$ cat config.mk
export PLATFORM = sky130hd
export DESIGN_NAME = excess3_serial_adder
export DESIGN_NICKNAME = d
export VERILOG_FILES = /design/src/rtl/excess3_serial_adder.sv
export SDC_FILE = /design/constraint.sdc
export NUM_CORES = 1
export LEC_CHECK = 0
export CAP_MARGIN = 5
export CORE_ASPECT_RATIO = 1.2
export CORE_MARGIN = 2
export CORE_UTILIZATION = 46
export DETAILED_ROUTE_END_ITERATION = 10
export PLACE_DENSITY = 0.76
export SETUP_SLACK_MARGIN = 0.4
export SLEW_MARGIN = 20
export SYNTH_ARGS = -nofsm -noshare
export SYNTH_HDL_FRONTEND = slang
export SYNTH_SLANG_ARGS = --single-unit
$ cat constraint.sdc
create_clock -name clk -period 3.3 [get_ports clk]
set_input_delay 0.825 -clock clk [delete_from_list [all_inputs] [get_ports clk]]
set_output_delay 0.825 -clock clk [all_outputs]
set_load 0.1 [all_outputs]
$ cat src/rtl/excess3_serial_adder.sv
// Multi-digit packed-BCD adder: one Excess-3 digit per clock, LSD first, with a start/busy/done handshake.
// Optional subtract mode (A - B) is enabled by defining EXCESS3_SUBTRACT_EN.
module excess3_serial_adder #(
  parameter int unsigned DIGITS = 4
) (
  input  logic                  clk,
  input  logic                  rst,
  input  logic                  start,
`ifdef EXCESS3_SUBTRACT_EN
  input  logic                  sub,
`endif
  input  logic [4*DIGITS-1:0]   a_bcd,
  input  logic [4*DIGITS-1:0]   b_bcd,
  output logic                  busy,
  output logic                  done,
  output logic [4*DIGITS-1:0]   sum_exc3,
  output logic [4*DIGITS-1:0]   sum_bcd,
  output logic                  carry_out,
  output logic                  error
);

  localparam int unsigned W     = 4 * DIGITS;
  localparam int unsigned IDX_W = (DIGITS > 1) ? $clog2(DIGITS) : 1;
  localparam logic [IDX_W-1:0] LAST_IDX = IDX_W'(DIGITS - 1);

  typedef enum logic [1:0] {
    S_IDLE,
    S_ADD,
    S_DONE
  } state_t;

  state_t           state;
  logic [W-1:0]     a_sr;
  logic [W-1:0]     b_sr;
  logic [IDX_W-1:0] idx;
  logic             carry_q;
`ifdef EXCESS3_SUBTRACT_EN
  logic             sub_q;
`endif

  logic [3:0] ad, bd, ax, bx, dx, db;
  logic [4:0] s;
  logic       dig_err;

  // Single-digit Excess-3 add of the current LSD pair with the rippled carry
  always_comb begin
    ad = a_sr[3:0];
    bd = b_sr[3:0];
    ax = ad + 4'd3;
    bx = bd + 4'd3;
`ifdef EXCESS3_SUBTRACT_EN
    // Inverting an Excess-3 digit gives its nine's complement
    if (sub_q) bx = ~bx;
`endif
    s  = {1'b0, ax} + {1'b0, bx} + {4'd0, carry_q};
    if (s[4]) dx = s[3:0] + 4'd3;
    else      dx = s[3:0] - 4'd3;
    db      = dx - 4'd3;
    dig_err = (ad > 4'd9) || (bd > 4'd9);
  end

  always_ff @(posedge clk or posedge rst) begin
    if (rst) begin
      state     <= S_IDLE;
      a_sr      <= '0;
      b_sr      <= '0;
      idx       <= '0;
      carry_q   <= 1'b0;
`ifdef EXCESS3_SUBTRACT_EN
      sub_q     <= 1'b0;
`endif
      busy      <= 1'b0;
      done      <= 1'b0;
      sum_exc3  <= '0;
      sum_bcd   <= '0;
      carry_out <= 1'b0;
      error     <= 1'b0;
    end else begin
      case (state)
        S_IDLE: begin
          if (start) begin
            a_sr    <= a_bcd;
            b_sr    <= b_bcd;
            idx     <= '0;
`ifdef EXCESS3_SUBTRACT_EN
            sub_q   <= sub;
            carry_q <= sub;
`else
            carry_q <= 1'b0;
`endif
            error   <= 1'b0;
            busy    <= 1'b1;
            state   <= S_ADD;
          end
        end
        S_ADD: begin
          sum_exc3[{idx, 2'b00} +: 4] <= dx;
          sum_bcd[{idx, 2'b00} +: 4]  <= db;
          a_sr    <= a_sr >> 4;
          b_sr    <= b_sr >> 4;
          carry_q <= s[4];
          error   <= error | dig_err;
          idx     <= idx + IDX_W'(1);
          if (idx == LAST_IDX) begin
            carry_out <= s[4];
            done      <= 1'b1;
            state     <= S_DONE;
          end
        end
        S_DONE: begin
          done  <= 1'b0;
          busy  <= 1'b0;
          state <= S_IDLE;
        end
        default: state <= S_IDLE;
      endcase
    end
  end

endmodule
# [Word level (Yosys, flattened, before mapping)]
# Cells that the tools add are included.
[op_classes] n_mux=19 bitwise=1 n_reduce_logical=10 eq_ne=5 shifts=3 n_addsub=9 n_lt_le_gt_ge=2
[op_table] op="16-bit one-hot mux with 2 select lines" n=2
[op_table] op="16-bit bitwise mux" n=2
[op_table] op="16-bit 2-to-1 mux" n=2
[op_table] op="4-bit by 6-bit variable part select with 16-bit output" n=2
[op_table] op="4-bit by 6-bit variable shift with 16-bit output, first input constant" n=1
[op_table] op="4-bit by 2-bit adder with 4-bit output, second input constant" n=3
[op_table] op="2-bit AND reduction" n=5
[op_table] op="4-bit > comparator, second input constant" n=2
[op_table] op="1-bit one-hot mux with 2 select lines" n=4
[op_table] op="2-bit one-hot mux with 2 select lines" n=2
[op_table] op="4-bit by 2-bit subtractor with 4-bit output, second input constant" n=2
[op_table] op="2-bit 2-to-1 mux" n=3
[op_table] op="4-bit negation with 6-bit output" n=1
[op_table] op="2-bit nonzero test" n=3
[op_table] op="4-bit by 4-bit adder with 5-bit output" n=1
[op_table] op="5-bit by 1-bit adder with 5-bit output" n=1
[op_table] op="2-bit equality test, second input constant" n=2
[op_table] op="4-bit 2-to-1 mux" n=1
[op_table] op="2-bit inequality test, second input constant" n=2
[op_table] op="1-bit 2-to-1 mux" n=3
[op_table] op="2-bit by 1-bit adder with 2-bit output, second input constant" n=1
[op_table] op="2-bit by 1-bit equality test with 1-bit output, second input constant" n=1
[op_table] op="2-bit logical NOT" n=1
[op_table] op="1-bit logical OR" n=1
[op_table] op="1-bit OR" n=1
[word_totals] wordCells=60 regBits=73 input_bits=35

# [Logic depth before layout (Yosys ltp)]
# Gate-level depths: netlist of run 1.
[logic_depth] depth_word=8 ltp_mapped=14 ltp_nobuf=14

# [Least setup slack after synthesis of run 1]
# Ideal clock, no wire load.
[synth_timing] path_type="register -> register" from="register a_sr[0]" to="register sum_bcd[11]" period_less_slack_ns=3.187 path_stages_with_launch=15 t_required_ns=3.219 setup_ns=0.081 n_path_buf=0 t_arrival_ns=3.106 path_slack_ns=0.113 path_cell_list="dfrtp_1 -> inv_1 -> ha_1 -> xnor2_1 -> ha_1 -> nor2b_1 -> o21a_1 -> nor2_1 -> inv_1 -> ha_1 -> a21o_1 -> a21oi_2 -> xnor2_2 -> xnor3_1 -> o21ai_1"
[synth_via] elab_cells_between_ends=9 classes_between="add/sub (6); shift (1); mux (2)"
[synth_rtl] item="from (decl)" line="33" rtl="logic [W-1:0] a_sr;"
[synth_rtl] item="from (signal assigned)" line="99" rtl="a_sr <= a_sr >> 4;"
[synth_rtl] item="4-bit by 2-bit adder with 4-bit output" line="49" rtl="ax = ad + 4'd3;"
[synth_rtl] item="4-bit by 4-bit adder with 5-bit output" line="55" rtl="s = {1'b0, ax} + {1'b0, bx} + {4'd0, carry_q};"
[synth_rtl] item="5-bit by 1-bit adder with 5-bit output" line="55"
[synth_rtl] item="via s[4]" line="42" rtl="logic [4:0] s;"
[synth_rtl] item="4-bit 2-to-1 mux" line="56" rtl="if (s[4]) dx = s[3:0] + 4'd3;"
[synth_rtl] item="4-bit by 2-bit subtractor with 4-bit output" line="58" rtl="db = dx - 4'd3;"
[synth_rtl] item="4-bit by 6-bit variable part select with 16-bit output" line="98" rtl="sum_bcd[{idx, 2'b00} +: 4] <= db;"
[synth_rtl] item="16-bit bitwise mux" line="98"
[synth_rtl] item="to (signal assigned)" line="75" rtl="sum_bcd <= '0;"
[synth_rtl] item="to (signal, indexed assignment)" line="98"
[synth_rtl] item="to (decl)" line="17" rtl="output logic [4*DIGITS-1:0] sum_bcd,"
# The timed path passes the listed nets, and every way through them passes these cells.
# A chain may end at the register's enable or synchronous reset.

# [Worst setup path in the final report of run 1]
[layout_timing] from="register b_sr[0]" to="register sum_bcd[3]"
[layout_via] elab_cells_between_ends=9 classes_between="add/sub (6); shift (1); mux (2)"
[layout_rtl] item="from (decl)" line="34" rtl="logic [W-1:0] b_sr;"
[layout_rtl] item="from (signal assigned)" line="100" rtl="b_sr <= b_sr >> 4;"
[layout_rtl] item="4-bit by 2-bit adder with 4-bit output" line="50" rtl="bx = bd + 4'd3;"
[layout_rtl] item="4-bit by 4-bit adder with 5-bit output" line="55"
[layout_rtl] item="5-bit by 1-bit adder with 5-bit output" line="55"
[layout_rtl] item="via s[4]" line="42"
[layout_rtl] item="4-bit 2-to-1 mux" line="56"
[layout_rtl] item="4-bit by 2-bit subtractor with 4-bit output" line="58"
[layout_rtl] item="4-bit by 6-bit variable part select with 16-bit output" line="98"
[layout_rtl] item="16-bit bitwise mux" line="98"
# The timed path passes the listed nets, and every way through them passes these cells.

==> results of run 1 <==
cell usage in the layout, fill, tap and decap left out, types with 2 or more instances in the layout:
cell / n
xnor2_1: 3
nand2_1: 54
inv_1: 6
clkdlybuf4s50_1: 34
or3_1: 2
xnor2_2: 3
ha_4: 3
nand4_1: 3
clkbuf_8: 10
o21ai_2: 2
clkinvlp_4: 2
nor2_1: 32
ha_1: 13
a21oi_1: 29
clkinv_4: 2
nor3_1: 2
fa_2: 3
nor2b_1: 2
nor2_4: 2
o21ai_1: 41
dfrtp_1: 73
o21ai_0: 3
inv_2: 9
inv_6: 2
a21o_1: 6
buf_4: 52
mux2i_1: 20
what timing repair did:
item                                   in CTS  in global routing
setup endpoints to repair                  12                 12
pin swaps                                  15                  6
buffers inserted                           10                  4
endpoints found under the hold margin       0                  0
hold buffers                                0                  0
resized for setup                          10                  7
cloned                                      0                  0
routing by layer:
metal | vias to the layer above | GRT usage | wire, um
li1 | 1318 | - | -
met1 | 1249 | 0.2326 | 3072
met2 | 84 | 0.3114 | 3596
met3 | 27 | 0.05037 | 426
met4 | 0 | 0.1223 | 316
met5 | - | 0 | 0
metrics by stage:
step	setup slack [ps]	instance area (um2)	utilization
after CTS	350.3	4509	0.6235
final	293.6	4566	0.6313
after detailed placement	205.8	4183	0.5784
after global routing	166.1	4566	0.6313
after floorplan	399.9	3465	-
after global placement	297.5	4183	0.5784
registers in the layout (all words and copies together), names as in the netlist:
register and flops:
state 2, busy 1, a_sr 16, idx 2, b_sr 16, sum_bcd 16
error 1, done 1, carry_q 1, carry_out 1, sum_exc3 16
kinds of logic (layout without fill, tap and decap cells):
group / count (synthesis) / in the layout
simple gates: 104 / 104
compound gates: 87 / 87
flops: 73 / 73
buf+inv: 27 / 118
mux: 21 / 21
fa+ha+maj: 19 / 19
xor+xnor: 10 / 10
cell type report:
| cell class | count | area, um2 | area share |
|---|---|---|---|
| clock buffers | 10 | 137.6 | 0.03015 |
| clock inverters | 6 | 50.05 | 0.01096 |
| inverters | 15 | 56.30 | 0.01233 |
| multi-input cells | 241 | 1632 | 0.3574 |
| flip-flops and latches | 73 | 1827 | 0.4001 |
| well taps | 90 | 112.6 | 0.02466 |
| repair buffers | 87 | 750.7 | 0.1644 |
worst max-delay path by stage:
stage / startpoint / endpoint / slack, ps / depth (start not counted)
after floorplan: b_sr[0] / sum_exc3[11] / 400 / 14
after global placement: b_sr[0] / sum_exc3[7] / 300 / 14
after detailed placement: b_sr[0] / sum_bcd[3] / 210 / 13
after CTS: a_sr[0] / sum_bcd[3] / 350 / 14
after global routing: b_sr[0] / sum_bcd[3] / 170 / 14
final: b_sr[0] / sum_bcd[3] / 290 / 14
==> flow_metrics.tcl, run 1 <==
set metrics [dict create \
    status "complete, no violations" \
    r2r_slack_ps 290 \
    cp_top_family "adder cells" \
    ys.flop_type "dfrtp_1" \
    ant_nets 0 \
    yosys.cell_types.count 34 \
    fin_setup_tns_ps 0 \
    grt_max_degree 74 \
    worstSetupPathType "reg2reg" \
    cts_tree "yes" \
    fin_crit_ps 3006 \
    yosysWarnings 0 \
    synth_common_cells "dfrtp_1 (73), nand2_1 (54), o21ai_1 (41)" \
    initial_utilization 0.4734 \
    path_common_cell "inv_2" \
    path_buf_inv 3 \
    reg2reg_from "b_sr[0]" \
    num_antenna_cells 0 \
    grt_pass1_vias 2647 \
    timing.critical_path.from_type "flop" \
    syn-num-nets 395 \
    overflow 0 \
    drv_cap 0 \
    synth-compound-area-share 0.1363 \
    critPathMaxStageDelay_ps 400 \
    synth_top_family_by_area "compound AO/OA/AOI/OAI gates" \
    final.period_utilization 0.9110 \
    numPortBuffers 70 \
    synth_area_um2 3423 \
    hold_viol_final 0 \
    fillerInstances 612 \
    clock-sinks 73 \
    ys_seq_area_frac 0.5336 \
    yosys.area_share.adder 0.07602 \
    ys_ff_latch 73 \
    drt_iter0_drc 52 \
    synth_edf_count 0 \
    syn_inst 341 \
    critPathCaptureType "flop" \
    worst_pin_slew_ps 921.3 \
    cp_cell_sequence "inv_2 -> ha_4 -> xnor2_2 -> ha_1 -> nor2b_4 -> o21a_1 -> nor2_4 -> inv_2 -> buf_4 -> fa_2 -> xnor2_4 -> o21ai_2 -> xnor3_2 -> o21ai_1" \
    fmax_mhz 332.6 \
    core-area_um2 7232 \
    rr_worst_depth 14 \
    dp.final_hpwl_um 5025 \
    rr_endpoint "sum_bcd[3]" \
    cp_slowest_cell "dfrtp_1" \
    num_vias 2678 \
    hp-start "sum_bcd[10]" \
    drcViolationCount 0 \
    rsz0062_at_grt "yes" \
    ys_async_sr_fraction 1.000 \
    syn_to_final_growth_pct 33.37 \
    cts_buffers 9 \
    synthMuxAreaShare 0.06250 \
    hold_ws_ps 482.3 \
    die_w_um 82.75 \
    cts_max_level 3 \
    slew_violations 0 \
    layoutNonFillerInstCount 522 \
    row_count 34 \
    yosys.area.top_type "dfrtp_1" \
    arrival_ps 3280 \
    ios 71 \
    clkTransAtPathRegs_ps 80 \
    num-nets-final 481 \
    wire_per_inst_um 14.20 \
    clock_latency_ps 350 \
    synth_area_leaders "dfrtp_1 (53%), o21ai_1 (6.0%), nand2_1 (5.9%), ha_1 (5.8%), mux2i_1 (5.8%)" \
    grt_pass1_wl_um 12190 \
    required_ps 3570 \
    synth_simple_gate_area_frac 0.1290 \
    slew_headroom 0.3858 \
    drt_wl_total_um 7410 \
    synth_xor_xnor_area_share 0.03180 \
    dr.pass1.iters 6 \
    hold_path_end "sum_bcd[10]" \
    synth_most_common_cell "dfrtp_1" \
    place_congestion 0.8067 \
    root_buffer "clkbuf_8" \
    via_per_inst 5.130 \
    drive_gt1_frac 0.2361 \
    crit_fanout 4 \
    hp-class "reg2reg" \
    setup_viol 0 \
    worst_clock_skew_ps 8.314 \
    dp_cells 492 \
    clk_path_buf_depth 2 \
    dieArea_um2 8151 \
    holdPathStages 1 \
    synth_top_area_share 0.5336 \
    grt_util_all_layers 0.1959 \
    antenna_found_initial 0 \
    die_y_um 98.50 \
    avgSynthCellArea_um2 10.04 \
]
Power of run 1 is left out: the tool's default activity adds up to more than one toggle a clock period on the data nets, which glitch-free logic cannot reach.
==> run 2, diff against run 1 <==
--- a/config.mk
+++ b/config.mk
@@ -5,12 +5,14 @@
 export SDC_FILE = /design/constraint.sdc
 export NUM_CORES = 1
 export LEC_CHECK = 0
+export ABC_AREA = 1
 export CAP_MARGIN = 5
 export CORE_ASPECT_RATIO = 1.2
 export CORE_MARGIN = 2
-export CORE_UTILIZATION = 46
+export CORE_UTILIZATION = 47
+export CTS_CLUSTER_DIAMETER = 50
 export DETAILED_ROUTE_END_ITERATION = 10
-export PLACE_DENSITY = 0.76
+export PLACE_DENSITY = 0.77
 export SETUP_SLACK_MARGIN = 0.4
 export SLEW_MARGIN = 20
 export SYNTH_ARGS = -nofsm -noshare
==> run 2 against run 1 <==
Synthesized area rose by 4.3%. Die area rose by 2.0%. First-iteration DRC count increased to 2.5 times the previous value. Wire length up 15%. Final cell count increased by 6.9%. Utilization grew 1.8 points. Global-route usage grew 0.99 points. Sequential cell count stayed put. Worst setup slack better by 94 ps. Clock skew fell by 1.1 ps. Worst hold slack better by 7.9 ps. Largest cell class unchanged. Highest routed layer unchanged.
==> flow_metrics.tcl, run 2 <==
set metrics [dict create \
    worstSetupPathType "reg2reg" \
    critPathCaptureType "flop" \
    grt_util_all_layers 0.2058 \
    num-nets-final 517 \
    yosys.area.top_type "dfrtp_1" \
    final.period_utilization 0.8825 \
    clkTransAtPathRegs_ps 80 \
    num_antenna_cells 0 \
    critPathMaxStageDelay_ps 420 \
    path_common_cell "nand2_2" \
    final_cell_mix "dfrtp_1 (73), inv_1 (54), nand2_1 (51)" \
    syn-num-nets 433 \
    rr_worst_depth 21 \
    drt_iter0_drc 130 \
    dr.pass1.iters 4 \
    cts_hold_buf 0 \
    arrival_ps 3130 \
    synth_most_common_cell "dfrtp_1" \
    clock_latency_ps 340 \
    clock-sinks 73 \
    worst_pin_slew_ps 720.0 \
    drv_cap 0 \
    path_buf_inv 5 \
    numPortBuffers 70 \
    synth_common_cells "dfrtp_1 (73), nand2_1 (63), inv_1 (61)" \
    yosysWarnings 0 \
    hold_viol_final 0 \
    cp_slowest_cell "fa_2" \
    ant_nets 0 \
    dp.final_hpwl_um 5674 \
    slew_headroom 0.5193 \
    final_core_utilization 0.6491 \
    layout_commonest_cell "dfrtp_1" \
    grt_pass1_vias 2941 \
    hp-class "reg2reg" \
    ys_ff_latch 73 \
    drive_gt1_frac 0.2671 \
    holdPathStages 2 \
    ys_seq_area_frac 0.5114 \
    ys_async_sr_fraction 1.000 \
    die_w_um 83.59 \
    overflow 0 \
    required_ps 3520 \
    wire_per_inst_um 15.26 \
    reg2reg_from "a_sr[0]" \
    initial_utilization 0.4882 \
    synth_top_area_share 0.5114 \
    synth_area_um2 3572 \
    hold_path_end "sum_bcd[13]" \
    rr_endpoint "sum_bcd[3]" \
    cts_max_level 3 \
    root_buffer "clkbuf_8" \
    fin_crit_ps 2912 \
    core-area_um2 7317 \
    cts_buffers 9 \
    drt_wl_total_um 8516 \
    timing.critical_path.from_type "flop" \
    place_congestion 0.8294 \
    cts_tree "yes" \
    dieArea_um2 8317 \
    cp_cell_sequence "inv_2 -> buf_12 -> ha_4 -> fa_2 -> inv_2 -> nand2_2 -> nand2_2 -> nand2_4 -> buf_6 -> ha_4 -> nand2_2 -> nor2_2 -> nor2_2 -> nand2_2 -> nand2_1 -> nand2_2 -> nand2_4 -> nand2_2 -> nand2_2 -> inv_1 -> o21ai_2" \
    row_count 34 \
    hp-start "sum_bcd[13]" \
    via_per_inst 5.382 \
    yosys.cell_types.count 32 \
    avgSynthCellArea_um2 9.425 \
    rsz0062_at_grt "yes" \
    synth_edf_count 0 \
    drcViolationCount 0 \
    syn_inst 379 \
    worst_clock_skew_ps 7.230 \
    grt_max_degree 54 \
    crit_fanout 5 \
    setup_viol 0 \
    slew_violations 0 \
    antenna_found_initial 0 \
    num_vias 3003 \
    syn_to_final_growth_pct 32.96 \
    cp_top_family "simple AND/OR/NAND/NOR gates" \
    r2r_slack_ps 390 \
    fin_setup_tns_ps 0 \
    clk_path_buf_depth 2 \
    synth_area_leaders "dfrtp_1 (51%), nand2_1 (6.6%), inv_1 (6.4%), a221oi_1 (5.9%), ha_1 (5.6%)" \
    ios 71 \
    fmax_mhz 343.4 \
    status "complete, no violations" \
    ys.flop_type "dfrtp_1" \
    die_y_um 99.50 \
    grt_pass1_wl_um 13760 \
]
[run 2: per-layer routing]
layer / share of wire / global-route usage / routed length (um)
met2: 0.52 / 0.3532 / 4435
met4: 0.019 / 0.08065 / 159
met1: 0.41 / 0.2571 / 3454
met5: 0 / 0 / 0
met3: 0.055 / 0.04066 / 466
[run 2: metrics by stage]
| step | instance area, um2 | setup WS, ps | instances | hold WS [ps] |
|---|---|---|---|---|
| final | 4750 | 387.9 | 558 | 490.2 |
| after global routing | 4750 | 275.3 | 558 | 502.4 |
| after CTS | 4562 | 403.1 | 553 | 492.0 |
| after detailed placement | 4258 | 130.1 | 529 | 473.1 |
| after global placement | 4258 | 252.4 | 529 | 468.8 |
| after floorplan | 3572 | 417.7 | 379 | 472.5 |
[run 2: kinds of logic (layout without fill, tap and decap cells)]
| logic type | after synthesis | in the layout | share of synthesized area |
|---|---|---|---|
| AND/OR/NAND/NOR | 130 | 130 | 0.1660 |
| buffers and inverters | 77 | 166 | 0.08827 |
| flip-flops | 73 | 73 | 0.5114 |
| XOR/XNOR | 6 | 6 | 0.01471 |
| adder cells (fa/ha/maj) | 19 | 19 | 0.07285 |
| AO/OA/AOI/OAI | 74 | 74 | 0.1468 |
[run 2: area by class of cell]
type | count | area [um2]
inverters | 64 | 245.2
flip-flops and latches | 73 | 1827
multi-input cells | 229 | 1609
fillers | 625 | 2567
clock buffers | 11 | 141.4
well taps | 90 | 112.6
clock inverters | 5 | 55.05
repair buffers | 86 | 759.5
[run 2: timing repair]
item / CTS / global route
setup buffers: 8 / 5
pin swaps: 11 / 22
cloned: 0 / 0
setup endpoints to repair: 15 / 14
hold endpoints to repair: 0 / 0
resized for setup: 15 / 39
[run 2: worst max path at each step]
stage / startpoint / endpoint / cells past startpoint
2_1_floorplan: a_sr[0] / sum_bcd[15] / 15
3_3_place_gp: a_sr[0] / sum_bcd[7] / 15
5_1_grt: a_sr[0] / sum_bcd[7] / 20
4_1_cts: a_sr[0] / sum_bcd[14] / 16
3_5_place_dp: a_sr[0] / sum_bcd[14] / 13
6_report: a_sr[0] / sum_bcd[3] / 21
[run 2: worst min-delay path: stages (launching register included)]
cell     delay, ps
dfrtp_1        340
nand2_1         60
o21ai_0         60
Power of run 2 is left out for the same reason.
==> run 3, diff against run 2 <==
--- a/config.mk
+++ b/config.mk
@@ -9,10 +9,9 @@
 export CAP_MARGIN = 5
 export CORE_ASPECT_RATIO = 1.2
 export CORE_MARGIN = 2
-export CORE_UTILIZATION = 47
+export CORE_UTILIZATION = 40
 export CTS_CLUSTER_DIAMETER = 50
 export DETAILED_ROUTE_END_ITERATION = 10
-export PLACE_DENSITY = 0.77
 export SETUP_SLACK_MARGIN = 0.4
 export SLEW_MARGIN = 20
 export SYNTH_ARGS = -nofsm -noshare
==> constraint.sdc (replaced) <==
create_clock -name clk -period 2.7 [get_ports clk]
set_input_delay 0.675 -clock clk [delete_from_list [all_inputs] [get_ports clk]]
set_output_delay 0.675 -clock clk [all_outputs]
set_load 0.1 [all_outputs]
==> run 3 against run 2 <==
The run now ends with negative setup slack left. Global-route usage decreased by 2.1 points. Wire length grew 1.4%. Final cell count up 8.2%. Critical path depth down 4. Fmax grew 2.8%. First-iteration DRC count decreased by 31%.
==> flow_metrics.tcl, run 3 (synthesis results as in run 2) <==
set metrics [dict create \
    cts_max_level 3 \
    clock-sinks 73 \
    fin_crit_ps 2832 \
    num_vias 3038 \
    arrival_ps 3110 \
    antenna_found_initial 0 \
    numPortBuffers 70 \
    place_congestion 0.7829 \
    fmax_mhz 353.1 \
    hold_viol_final 0 \
    layout_commonest_cell "dfrtp_1" \
    hold_ws_ps 486.4 \
    setup_viol 14 \
    row_count 37 \
    top_layer "met4" \
    drt_iter0_drc 90 \
    slew_headroom 0.6787 \
    worst_clock_skew_ps 9.425 \
    drt_wl_total_um 8631 \
    clkTransAtPathRegs_ps 80 \
    grt_max_degree 74 \
    cp_slowest_cell "fa_2" \
    dr.pass1.iters 4 \
    final.period_utilization 1.049 \
    cp_top_family "simple AND/OR/NAND/NOR gates" \
    required_ps 2980 \
    dieArea_um2 9705 \
    clk_path_buf_depth 2 \
    hp-class "reg2reg" \
    wire_per_inst_um 14.29 \
    wl_met2_um 4363 \
    cts_hold_buf 0 \
    die_w_um 90.27 \
    num-nets-final 536 \
    wirelength_met1_um 3610 \
    core-area_um2 8611 \
    root_buffer "clkbuf_8" \
    clock_latency_ps 350 \
    fillerInstances 786 \
    worstSetupPathType "reg2reg" \
    wl_met3_um 368 \
    num_antenna_cells 0 \
    critPathMaxStageDelay_ps 410 \
    via_per_inst 5.030 \
    grt_util_all_layers 0.1844 \
    grt_pass1_wl_um 14170 \
    drv_cap 0 \
    layout_setup_ws_ps -131.7 \
    ios 71 \
    path_buf_inv 4 \
    die_y_um 107.5 \
    grt_pass1_vias 2975 \
    violations "negative setup slack" \
    timing.critical_path.from_type "flop" \
    critPathCaptureType "flop" \
    cp_cell_sequence "inv_2 -> fa_2 -> inv_2 -> fa_2 -> inv_2 -> nand2_2 -> nand2_2 -> nand2_4 -> inv_4 -> fa_2 -> or2_4 -> and2_4 -> a21oi_2 -> nand3_1 -> nand2_2 -> nand4_1 -> nand2_1" \
    final_cell_mix "dfrtp_1 (73), buf_4 (68), nand2_1 (53)" \
    r2r_slack_ps -130 \
    cts_buffers 9 \
    slew_violations 0 \
    rsz0062_at_grt "yes" \
    ant_nets 0 \
    drive_gt1_frac 0.2936 \
    worst_pin_slew_ps 481.9 \
    initial_utilization 0.4149 \
    dp.final_hpwl_um 6110 \
    status "finished with violations" \
    syn_to_final_growth_pct 37.27 \
    crit_fanout 4 \
    drcViolationCount 0 \
    overflow 0 \
    cts_tree "yes" \
]
==> run 3: changes by cell type in the layout (fill, tap and decap cells not counted), sizes merged <==
cell and delta:
inv -1, clkinv +1, buf +19
==> run 3: timing repair <==
action	4_1_cts	5_1_grt
resized for setup	12	31
setup endpoints to repair	23	24
buffers inserted	9	7
pin swaps	11	21
cloned	0	0
==> run 3: through the flow <==
stage                     setup slack (ps)  utilization  std cells  TNS [ps]  area, um2
after CTS                           -84.98       0.5525        597    -481.3       4757
after detailed placement            -114.9       0.5179        572    -714.5       4459
after global routing                -300.8       0.5695        604     -2837       4903
after floorplan                      47.76            -        379         0       3620
final                               -131.7       0.5695        604    -939.9       4903
after global placement              -28.37       0.5179        572    -74.90       4459
==> run 3: layout make-up <==
type	instances	area, um2	share of cell area
Tap cell	117	146.4	0.02985
Timing Repair Buffer	105	893.4	0.1822
Clock buffer	11	131.4	0.02679
Clock inverter	5	56.30	0.01148
Inverter	64	256.5	0.05231
Sequential cell	73	1827	0.3725
Multi-Input combinational cell	229	1593	0.3248
==> run 3: path summary, 6_finish.rpt <==
kind | start | to | depth (start not counted)
min | sum_bcd[2] | sum_bcd[2] | 2
max | b_sr[0] | sum_bcd[7] | 17
min in group asynchronous | rst | done | 3
min reg2reg | sum_bcd[2] | sum_bcd[2] | 2
max in group asynchronous | rst | a_sr[3] | 3
max reg2reg | b_sr[0] | sum_bcd[7] | 17
==> run 3: worst register-to-register path, delay by kind of cell, from the launching register on <==
kind	cells	cell delay (ps)
AO/OA/AOI/OAI	1	120
flip-flops	1	390
AND/OR/NAND/NOR	9	1000
buffers and inverters	4	270
adder cells (fa/ha/maj)	3	970
==> run 3: metal layers <==
| metal | vias up | GRT usage |
|---|---|---|
| met5 | - | 0 |
| li1 | 1473 | - |
| met4 | 0 | 0.1000 |
| met2 | 98 | 0.3136 |
| met3 | 22 | 0.03011 |
| met1 | 1445 | 0.2253 |
Power of run 3 is left out for the same reason.
